<file path="src/rtl/fpu_muldiv_arb.sv">
// Two-requester round-robin controller for a shared FMUL/FDIV datapath.
// Muls stream one per cycle; a div drains the pipe and then runs alone.
module fpu_muldiv_arb #(
  parameter int unsigned MUL_LAT = 4,
  parameter int unsigned DIV_LAT = 26,
  parameter int unsigned TAG_W   = 4
) (
  input  logic                  clk,
  input  logic                  reset_n,
  input  logic [1:0]            req_valid,
  output logic [1:0]            req_ready,
  input  logic [1:0][2:0]       req_op,
  input  logic [1:0][31:0]      req_opa,
  input  logic [1:0][31:0]      req_opb,
  input  logic [1:0][TAG_W-1:0] req_tag,
  output logic                  dp_start,
  output logic [2:0]            dp_op,
  output logic [31:0]           dp_opa,
  output logic [31:0]           dp_opb,
  input  logic [31:0]           dp_result,
  output logic                  rsp_valid,
  output logic                  rsp_id,
  output logic [TAG_W-1:0]      rsp_tag,
  output logic [31:0]           rsp_result,
  output logic                  rsp_err,
  output logic                  busy
);

  localparam logic [2:0] OP_MUL = 3'b010;
  localparam logic [2:0] OP_DIV = 3'b011;
  localparam int unsigned CNT_W  = $clog2(MUL_LAT + 2) + 1;
  localparam int unsigned DCNT_W = $clog2(DIV_LAT + 2);
  localparam logic [DCNT_W-1:0] DIV_LOAD = DCNT_W'(DIV_LAT + 1);

  typedef enum logic [1:0] {S_IDLE, S_RUN, S_DRAIN, S_DIV} state_t;

  typedef struct packed {
    logic             vld;
    logic             id;
    logic [TAG_W-1:0] tag;
    logic             err;
  } trk_t;

  state_t              r_state;
  logic                r_rr;
  logic                r_lock_vld;
  logic                r_lock_id;
  logic [CNT_W-1:0]    r_cnt;
  logic [DCNT_W-1:0]   r_div_cnt;
  logic                r_div_id;
  logic [TAG_W-1:0]    r_div_tag;
  trk_t                r_pipe [0:MUL_LAT];

  logic                w_cand_id;
  logic                w_cand_vld;
  logic [2:0]          w_cand_op;
  logic                w_cand_div;
  logic                w_cand_err;
  logic                w_rdy_en;
  logic                w_xfer;
  logic                w_mul_smp;
  logic                w_div_smp;
  logic                w_smp;
  logic [CNT_W-1:0]    w_cnt_nxt;
  trk_t                w_push;

  // Candidate: a locked (stalled) port wins, else the single valid port, else rr.
  always_comb begin
    w_cand_id = 1'b0;
    if (r_lock_vld) begin
      w_cand_id = r_lock_id;
    end else if (&req_valid) begin
      w_cand_id = r_rr;
    end else begin
      w_cand_id = req_valid[1];
    end
    w_cand_vld = req_valid[w_cand_id];
    w_cand_op  = req_op[w_cand_id];
    w_cand_div = (w_cand_op == OP_DIV);
    w_cand_err = (w_cand_op != OP_MUL) && (w_cand_op != OP_DIV);
  end

  // Ready gating per state; a div in RUN forces a drain before it is taken.
  always_comb begin
    w_rdy_en = 1'b0;
    case (r_state)
      S_IDLE:  w_rdy_en = w_cand_vld;
      S_RUN:   w_rdy_en = w_cand_vld && !w_cand_div;
      S_DRAIN: w_rdy_en = w_cand_vld && (r_cnt == '0) && !dp_start;
      S_DIV:   w_rdy_en = 1'b0;
      default: w_rdy_en = 1'b0;
    endcase
  end

  assign w_xfer    = reset_n & w_rdy_en;
  assign req_ready = w_xfer ? (w_cand_id ? 2'b10 : 2'b01) : 2'b00;

  assign w_mul_smp = r_pipe[MUL_LAT].vld;
  assign w_div_smp = (r_div_cnt == DCNT_W'(1));
  assign w_smp     = w_mul_smp | w_div_smp;
  assign w_cnt_nxt = r_cnt + CNT_W'(dp_start) - CNT_W'(w_smp);

  always_comb begin
    w_push     = '0;
    w_push.vld = w_xfer & ~w_cand_div;
    w_push.id  = w_cand_id;
    w_push.tag = req_tag[w_cand_id];
    w_push.err = w_cand_err;
  end

  assign busy = (r_state != S_IDLE) | (r_cnt != '0) | rsp_valid;

  always_ff @(posedge clk or negedge reset_n) begin
    if (!reset_n) begin
      r_state    <= S_IDLE;
      r_rr       <= 1'b0;
      r_lock_vld <= 1'b0;
      r_lock_id  <= 1'b0;
      r_cnt      <= '0;
      r_div_cnt  <= '0;
      r_div_id   <= 1'b0;
      r_div_tag  <= '0;
      for (int i = 0; i <= int'(MUL_LAT); i++) begin
        r_pipe[i] <= '0;
      end
      dp_start   <= 1'b0;
      dp_op      <= '0;
      dp_opa     <= '0;
      dp_opb     <= '0;
      rsp_valid  <= 1'b0;
      rsp_id     <= 1'b0;
      rsp_tag    <= '0;
      rsp_result <= '0;
      rsp_err    <= 1'b0;
    end else begin
      // Pointer flips only on a transfer; a stalled candidate stays locked.
      if (w_xfer) begin
        r_rr       <= ~w_cand_id;
        r_lock_vld <= 1'b0;
      end else if (w_cand_vld) begin
        r_lock_vld <= 1'b1;
        r_lock_id  <= w_cand_id;
      end

      dp_start <= w_xfer;
      if (w_xfer) begin
        dp_op  <= w_cand_op;
        dp_opa <= req_opa[w_cand_id];
        dp_opb <= req_opb[w_cand_id];
      end

      // Entry 0 lines up with dp_start, so entry MUL_LAT is the sample cycle.
      r_pipe[0] <= w_push;
      for (int i = 1; i <= int'(MUL_LAT); i++) begin
        r_pipe[i] <= r_pipe[i-1];
      end

      if (w_xfer && w_cand_div) begin
        r_div_cnt <= DIV_LOAD;
        r_div_id  <= w_cand_id;
        r_div_tag <= req_tag[w_cand_id];
      end else if (r_div_cnt != '0) begin
        r_div_cnt <= r_div_cnt - DCNT_W'(1);
      end

      r_cnt     <= w_cnt_nxt;
      rsp_valid <= w_smp;
      if (w_mul_smp) begin
        rsp_id     <= r_pipe[MUL_LAT].id;
        rsp_tag    <= r_pipe[MUL_LAT].tag;
        rsp_err    <= r_pipe[MUL_LAT].err;
        rsp_result <= dp_result;
      end else if (w_div_smp) begin
        rsp_id     <= r_div_id;
        rsp_tag    <= r_div_tag;
        rsp_err    <= 1'b0;
        rsp_result <= dp_result;
      end

      case (r_state)
        S_IDLE: begin
          if (w_xfer) r_state <= w_cand_div ? S_DIV : S_RUN;
        end
        S_RUN: begin
          if (w_cand_vld && w_cand_div) begin
            r_state <= S_DRAIN;
          end else if (!w_xfer && (w_cnt_nxt == '0)) begin
            r_state <= S_IDLE;
          end
        end
        S_DRAIN: begin
          if (w_xfer) r_state <= w_cand_div ? S_DIV : S_RUN;
        end
        S_DIV: begin
          if (w_div_smp) r_state <= S_IDLE;
        end
        default: r_state <= S_IDLE;
      endcase
    end
  end

endmodule

</file>
<file path="config.mk">
export PLATFORM = sky130hd
export DESIGN_NAME = fpu_muldiv_arb
export DESIGN_NICKNAME = d
export VERILOG_FILES = /design/src/rtl/fpu_muldiv_arb.sv
export SDC_FILE = /design/constraint.sdc
export NUM_CORES = 1
export LEC_CHECK = 0
export CORE_ASPECT_RATIO = 0.7
export CORE_UTILIZATION = 46
export DETAILED_ROUTE_END_ITERATION = 8
export PLACE_DENSITY = 0.86
export SETUP_SLACK_MARGIN = 0.1
export SLEW_MARGIN = 20
export SYNTH_ARGS = -nofsm -noshare
export SYNTH_HDL_FRONTEND = slang
export SYNTH_SLANG_ARGS = --single-unit
</file>
<file path="constraint.sdc">
create_clock -name clk -period 5.95 [get_ports clk]
set_input_delay 1.19 -clock clk [delete_from_list [all_inputs] [get_ports clk]]
set_output_delay 1.19 -clock clk [all_outputs]
set_load 0.03 [all_outputs]
</file>
### After elaboration in Yosys (flattened, before gate mapping)

Index checks and enable logic that the tools add are counted.

| storage, ports and cells | value |
|---|---|
| bits in registers | 161 |
| output and inout bits | 110 |
| logic and storage cells | 115 |

| cells by class | value |
|---|---|
| $add $sub $neg | 3 |
| $lt $le $gt $ge | 1 |
| equality and inequality tests | 10 |
| muxes and demuxes | 33 |
| bitwise operators | 8 |
| reduce and logical (&&, ||, !) cells | 23 |

Operators by type and width:

| operator | count |
|---|---|
| 32-bit two-way mux | 6 |
| 4-bit two-way mux | 4 |
| 2-bit two-way mux | 7 |
| 1-bit two-way mux | 10 |
| 5-bit two-way mux | 2 |
| 4-bit logical NOT | 2 |
| 2-bit nonzero test | 4 |
| 1-bit logical AND | 7 |
| 3-bit two-way mux | 2 |
| 3-bit by 2-bit != test with 1-bit output (second input constant) | 2 |
| 2-bit one-hot mux with 3 select lines | 1 |
| 5-bit by 1-bit equality test with 1-bit output (second input constant) | 1 |
| 5-bit nonzero test | 1 |
| 5-bit by 1-bit subtractor with 5-bit output (second input constant) | 1 |
| 4-bit by 1-bit adder with 4-bit output | 1 |
| 2-bit equality test (second input constant) | 2 |
| 1-bit one-hot mux with 4 select lines | 1 |
| 2-bit AND reduction | 2 |
| 4-bit nonzero test | 1 |
| 4-bit by 1-bit subtractor with 4-bit output | 1 |
| 3-bit by 2-bit equality test with 1-bit output (second input constant) | 1 |
| 1-bit logical NOT | 3 |
| 3-bit != test (second input constant) | 1 |
| 1-bit inverter | 3 |
| other kinds (9) | 12 |

### Longest topological paths before layout

| logic depth | value |
|---|---|
| depth in word-level cells | 15 |
| depth in mapped cells | 14 |
| mapped depth without buffers | 13 |

### Worst setup path before layout

Ideal clock, no wire load.

| timing path | value |
|---|---|
| kind | input to output |
| start | input port req_valid[0] |
| end | output port req_ready[0] |
| data arrival time | 2.659 ns |
| required time | 4.760 ns |
| slack | 2.101 ns |
| stages on the path | 6 |
| path buffers | 2 |
| cells stage by stage | a21bo_2 a211o_1 or2_1 buf_6 buf_6 nor2_1 |

| on the way | value |
|---|---|
| cells in the longest elaborated chain, start to end | 11 |

RTL lines:

| element | line | text |
|---|---|---|
| from (decl) | 10 | `input logic [1:0] req_valid,` |
| 2-bit AND reduction | 72 | `end else if (&req_valid) begin` |
| 1-bit two-way mux | 72 |  |
| 1-bit two-way mux | 70 | `if (r_lock_vld) begin` |
| 3-bit two-way mux (implied by the code) (2 in a row) | 78 | `w_cand_op = req_op[w_cand_id];` |
| 3-bit by 2-bit equality test with 1-bit output | 79 | `w_cand_div = (w_cand_op == OP_DIV);` |
| 1-bit logical NOT | 88 | `S_RUN: w_rdy_en = w_cand_vld && !w_cand_div;` |
| 1-bit logical AND | 88 |  |
| 1-bit one-hot mux with 4 select lines | 86 | `case (r_state)` |
| 1-bit AND | 95 | `assign w_xfer = reset_n & w_rdy_en;` |
| 2-bit two-way mux * | 96 | `assign req_ready = w_xfer ? (w_cand_id ? 2'b10 : 2'b01) : 2'b00;` |
| to (decl) | 11 | `output logic [1:0] req_ready,` |

Mark *: on every way between the ends. The rest lies on a longest branch, timed or not. The select of a mux whose other input is x is not followed.

### Worst setup path after layout

| timing path | value |
|---|---|
| start | input port req_valid[0] |
| end | output port req_ready[1] |

| on the way | value |
|---|---|
| cells in the longest elaborated chain, start to end | 11 |

RTL lines:

| element | line | text |
|---|---|---|
| 2-bit AND reduction | 72 |  |
| 1-bit two-way mux | 72 |  |
| 1-bit two-way mux | 70 |  |
| 3-bit two-way mux (implied by the code) (2 in a row) | 78 |  |
| 3-bit by 2-bit equality test with 1-bit output | 79 |  |
| 1-bit logical NOT | 88 |  |
| 1-bit logical AND | 88 |  |
| 1-bit one-hot mux with 4 select lines * | 86 |  |
| 1-bit AND * | 95 |  |
| net w_xfer | 60 | `logic w_xfer;` |
| 2-bit two-way mux * | 96 |  |

The timed path passes the listed nets; every way through them passes the cells marked *. The select of a mux whose other input is x is not followed.

==> metrics.md <==
| Metric | Value |
|---|---|
| Maxcap violations | `0` |
| Cell Rows | `36` |
| DRT Pass-1 Iters | `4` |
| CTS tree | `yes` |
| Input/output buffers | `287` |
| FMAX | `206 MHz` |
| Area of the multi-input gates | `2480 sq um` |
| Hold Violations, Final | `0` |
| Syn Nets | `738` |
| Post-Place Cell Area | `9750 sq um` |
| Min-delay worst type | `reg -> reg` |
| Gate Count Post-Synth | `551` |
| H-Tree Depth | `4` |
| RSZ-0062 raised after global routing | `no` |
| Setup Buffers After CTS | `0` |
| Initial drt markers | `305` |
| Synth-to-Final Area Change | `52.8%` |
| Synthesized area | `6790 sq um` |
| Die Ht | `104 microns` |
| Crit end category | `output pin` |
| Post-DP HPWL | `13.0 mm` |
| Initial antenna violation count | `0` |
| I/O Pins | `288` |
| Die Wd | `147 microns` |
| Vias in the first global route | `5,779` |
| DRC | `0` |
| Clock skew | `11.5 ps` |
| Clock Tree Buf Depth | `2` |
| Leak | `4.54 nW` |
| Commonest non-fill, non-tap cell in the layout | `clkdlybuf4s50_1` |
| Seq/Total Area, Yosys | `0.594` |
| Sink Count | `161` |
| Critical path's slowest cell | `buf_4` |
| Post-route cell area | `10,400 sq um` |
| Arrival @ worst endpoint | `3660 ps` |
| Synth Area per Inst | `12.3 sq um` |
| Worst-Margin Slew | `723 ps` |
| Final setup vio count | `0` |
| Delay-heaviest family, CP | `buffers and inverters` |
| DR WL/cell | `17.4 microns` |
| Die area | `15,300 sq um` |
| Final nets | `1,016` |
| Commonest cells after routing, fill and taps aside | `clkdlybuf4s50_1 (285), dfrtp_1 (161), o21ai_0 (78), mux2i_1 (72), o21ai_1 (67)` |
| Maximum number of pins on one net before global-route repair | `83` |
| Yosys synthesis warning count | `0` |
| CTS Hold Bufs | `0` |
| Overall Global Routing Usage | `0.246` |
| Crit-path cells | `clkdlybuf4s50_1 -> nor2b_1 -> o2111a_1 -> a211oi_4 -> or2_2 -> buf_4 -> inv_1 -> and2_1 -> buf_4` |
| CP bufs+invs | `4` |
| Max VDD drop | `0.000312 V` |
| Inserted Clock Buffers | `17` |
| Filler Cell Count | `962` |
| Vias per cell | `5.19` |
| Core area | `14,100 sq um` |
| WP data required | `4760 ps` |
| Via count | `5,361` |
| Clock Latency Late Sink | `420 ps` |
| GR Overflow Total | `0` |
| DRT antenna net count | `0` |
| Max_slew headroom | `0.518` |
| Final wirelength | `18.0 mm` |
| CTS resizes | `0` |
| Initial Utilization | `0.480` |
| Setup Crit Path Kind | `in -> out` |
| Register area | `4030 sq um` |
| Layout cells sized above 1 | `0.107` |
| Cell area power density | `591 nW/um^2` |
| Most frequent CP cell | `buf_4` |
| Post-synth cell types | `43` |
| Post-route minimum period | `4850 ps` |
| Final worst path period share | `0.816` |
| Worst path max stage delay | `540 ps` |
| Worst setup SP type | `input pin` |
| Flops & latches, synth | `161` |
| Setup_tns | `0 ps` |
| Max Slew Vio Count | `0` |
| Status | `completed` |
| Min Hold Slack | `344 ps` |
| GP Congestion | `0.790` |
| Clk root buf | `clkbuf_16` |
| N_diodes | `0` |
| CTS clk-pin slew, worst paths | `70 ps` |
| First-pass GRT wire length | `29.3 mm` |
| Largest driver fanout on the critical path | `71` |
-- synth_stat cells --
cell type,instances,share of area
fa_1,1,0.0029
nor4_1,1,0.00092
o2111a_1,1,0.0017
a22oi_1,1,0.0011
a21oi_2,1,0.0013
xnor2_1,2,0.0026
inv_1,17,0.0094
or2_1,1,0.00092
o211ai_1,1,0.0011
nand3b_1,1,0.0011
dfrtp_1,161,0.59
nor2b_1,3,0.0028
clkbuf_1,18,0.010
ha_1,8,0.015
or4b_1,1,0.0015
buf_2,9,0.0066
nor3b_1,3,0.0033
mux2i_1,72,0.11
o311ai_0,1,0.0013
mux2_2,42,0.070
a21o_1,2,0.0022
o21ai_4,1,0.0024
nand2_1,15,0.0083
and3b_1,2,0.0026
nor3_1,4,0.0029
nand3_1,1,0.00074
buf_6,9,0.015
and2_1,3,0.0028
a31oi_1,1,0.00092
nand2b_1,3,0.0028
o21bai_1,1,0.0011
a211o_1,1,0.0013
a32o_1,1,0.0015
a21bo_2,1,0.0015
nand4_1,1,0.00092
o21ai_1,67,0.049
a211oi_4,1,0.0029
a21oi_1,2,0.0015
o21ai_0,78,0.058
or3_1,1,0.00092
xor2_1,2,0.0026
o21a_1,1,0.0011
nor2_1,8,0.0044
-- through the flow --
step / worst slack [ps] / std cells / utilization / total power, mW
final: 1100 / 1032 / 0.733 / 6.13
after global routing: 937 / 1032 / 0.733 / 6.47
after CTS: 1130 / 1032 / 0.733 / 6.17
after detailed placement: 1140 / 1000 / 0.689 / 5.02
after global placement: 1200 / 1000 / 0.689 / 4.89
after floorplan: 2100 / 551 / - / 3.83
-- cell type report --
type | instances | share of cell area
clock inverters | 14 | 0.0183
clock buffers | 18 | 0.0414
flip-flops and latches | 161 | 0.389
well taps | 190 | 0.0229
inverters | 17 | 0.00615
multi-input cells | 337 | 0.240
repair buffers | 295 | 0.283
-- per-layer routing --
layer	track usage	wire [microns]	up-vias
met2	0.420	8980	211
li1	-	-	2502
met4	0.0891	347	0
met5	0	0	-
met1	0.294	7390	2622
met3	0.0709	1240	26
-- path summary, 6_finish.rpt --
| check | from | end | slack, ps | depth (start not counted) |
|---|---|---|---|---|
| hold / removal | r_pipe[12] | r_pipe[5] | 340 | 0 |
| min in group asynchronous | reset_n | r_pipe[23] | 620 | 1 |
| setup reg to reg | r_lock_vld | r_div_tag[3] | 2560 | 7 |
| max in group asynchronous | reset_n | dp_opb[23] | 3660 | 3 |
| hold reg to reg | r_pipe[12] | r_pipe[5] | 340 | 0 |
| setup / recovery | req_valid[0] | req_ready[1] | 1100 | 9 |
-- logic make-up after synthesis --
kind of cell | synth area share
AO/OA/AOI/OAI | 0.130
XOR/XNOR | 0.00516
adder cells (fa/ha/maj) | 0.0177
buffers and inverters | 0.0409
flip-flops | 0.594
multiplexers | 0.176
AND/OR/NAND/NOR | 0.0369
-- power breakdown --
part	switching, mW	internal [mW]
registers	0.265	1.62
clock network	0.486	0.644
logic	1.78	1.33
-- registers in the layout, indices dropped and copies added (netlist names) --
| register | cells |
|---|---|
| r_div_id | 1 |
| r_lock_id | 1 |
| r_cnt | 4 |
| r_div_cnt | 5 |
| r_rr | 1 |
| dp_opa | 32 |
| rsp_tag | 4 |
| r_pipe | 34 |
| r_lock_vld | 1 |
| dp_op | 3 |
| rsp_valid | 1 |
| dp_start | 1 |
| w_mul_smp | 1 |
| dp_opb | 32 |
| rsp_id | 1 |
| rsp_err | 1 |
| r_div_tag | 4 |
| r_state | 2 |
| rsp_result | 32 |
Note: power is estimated with default switching activity, not from simulation.
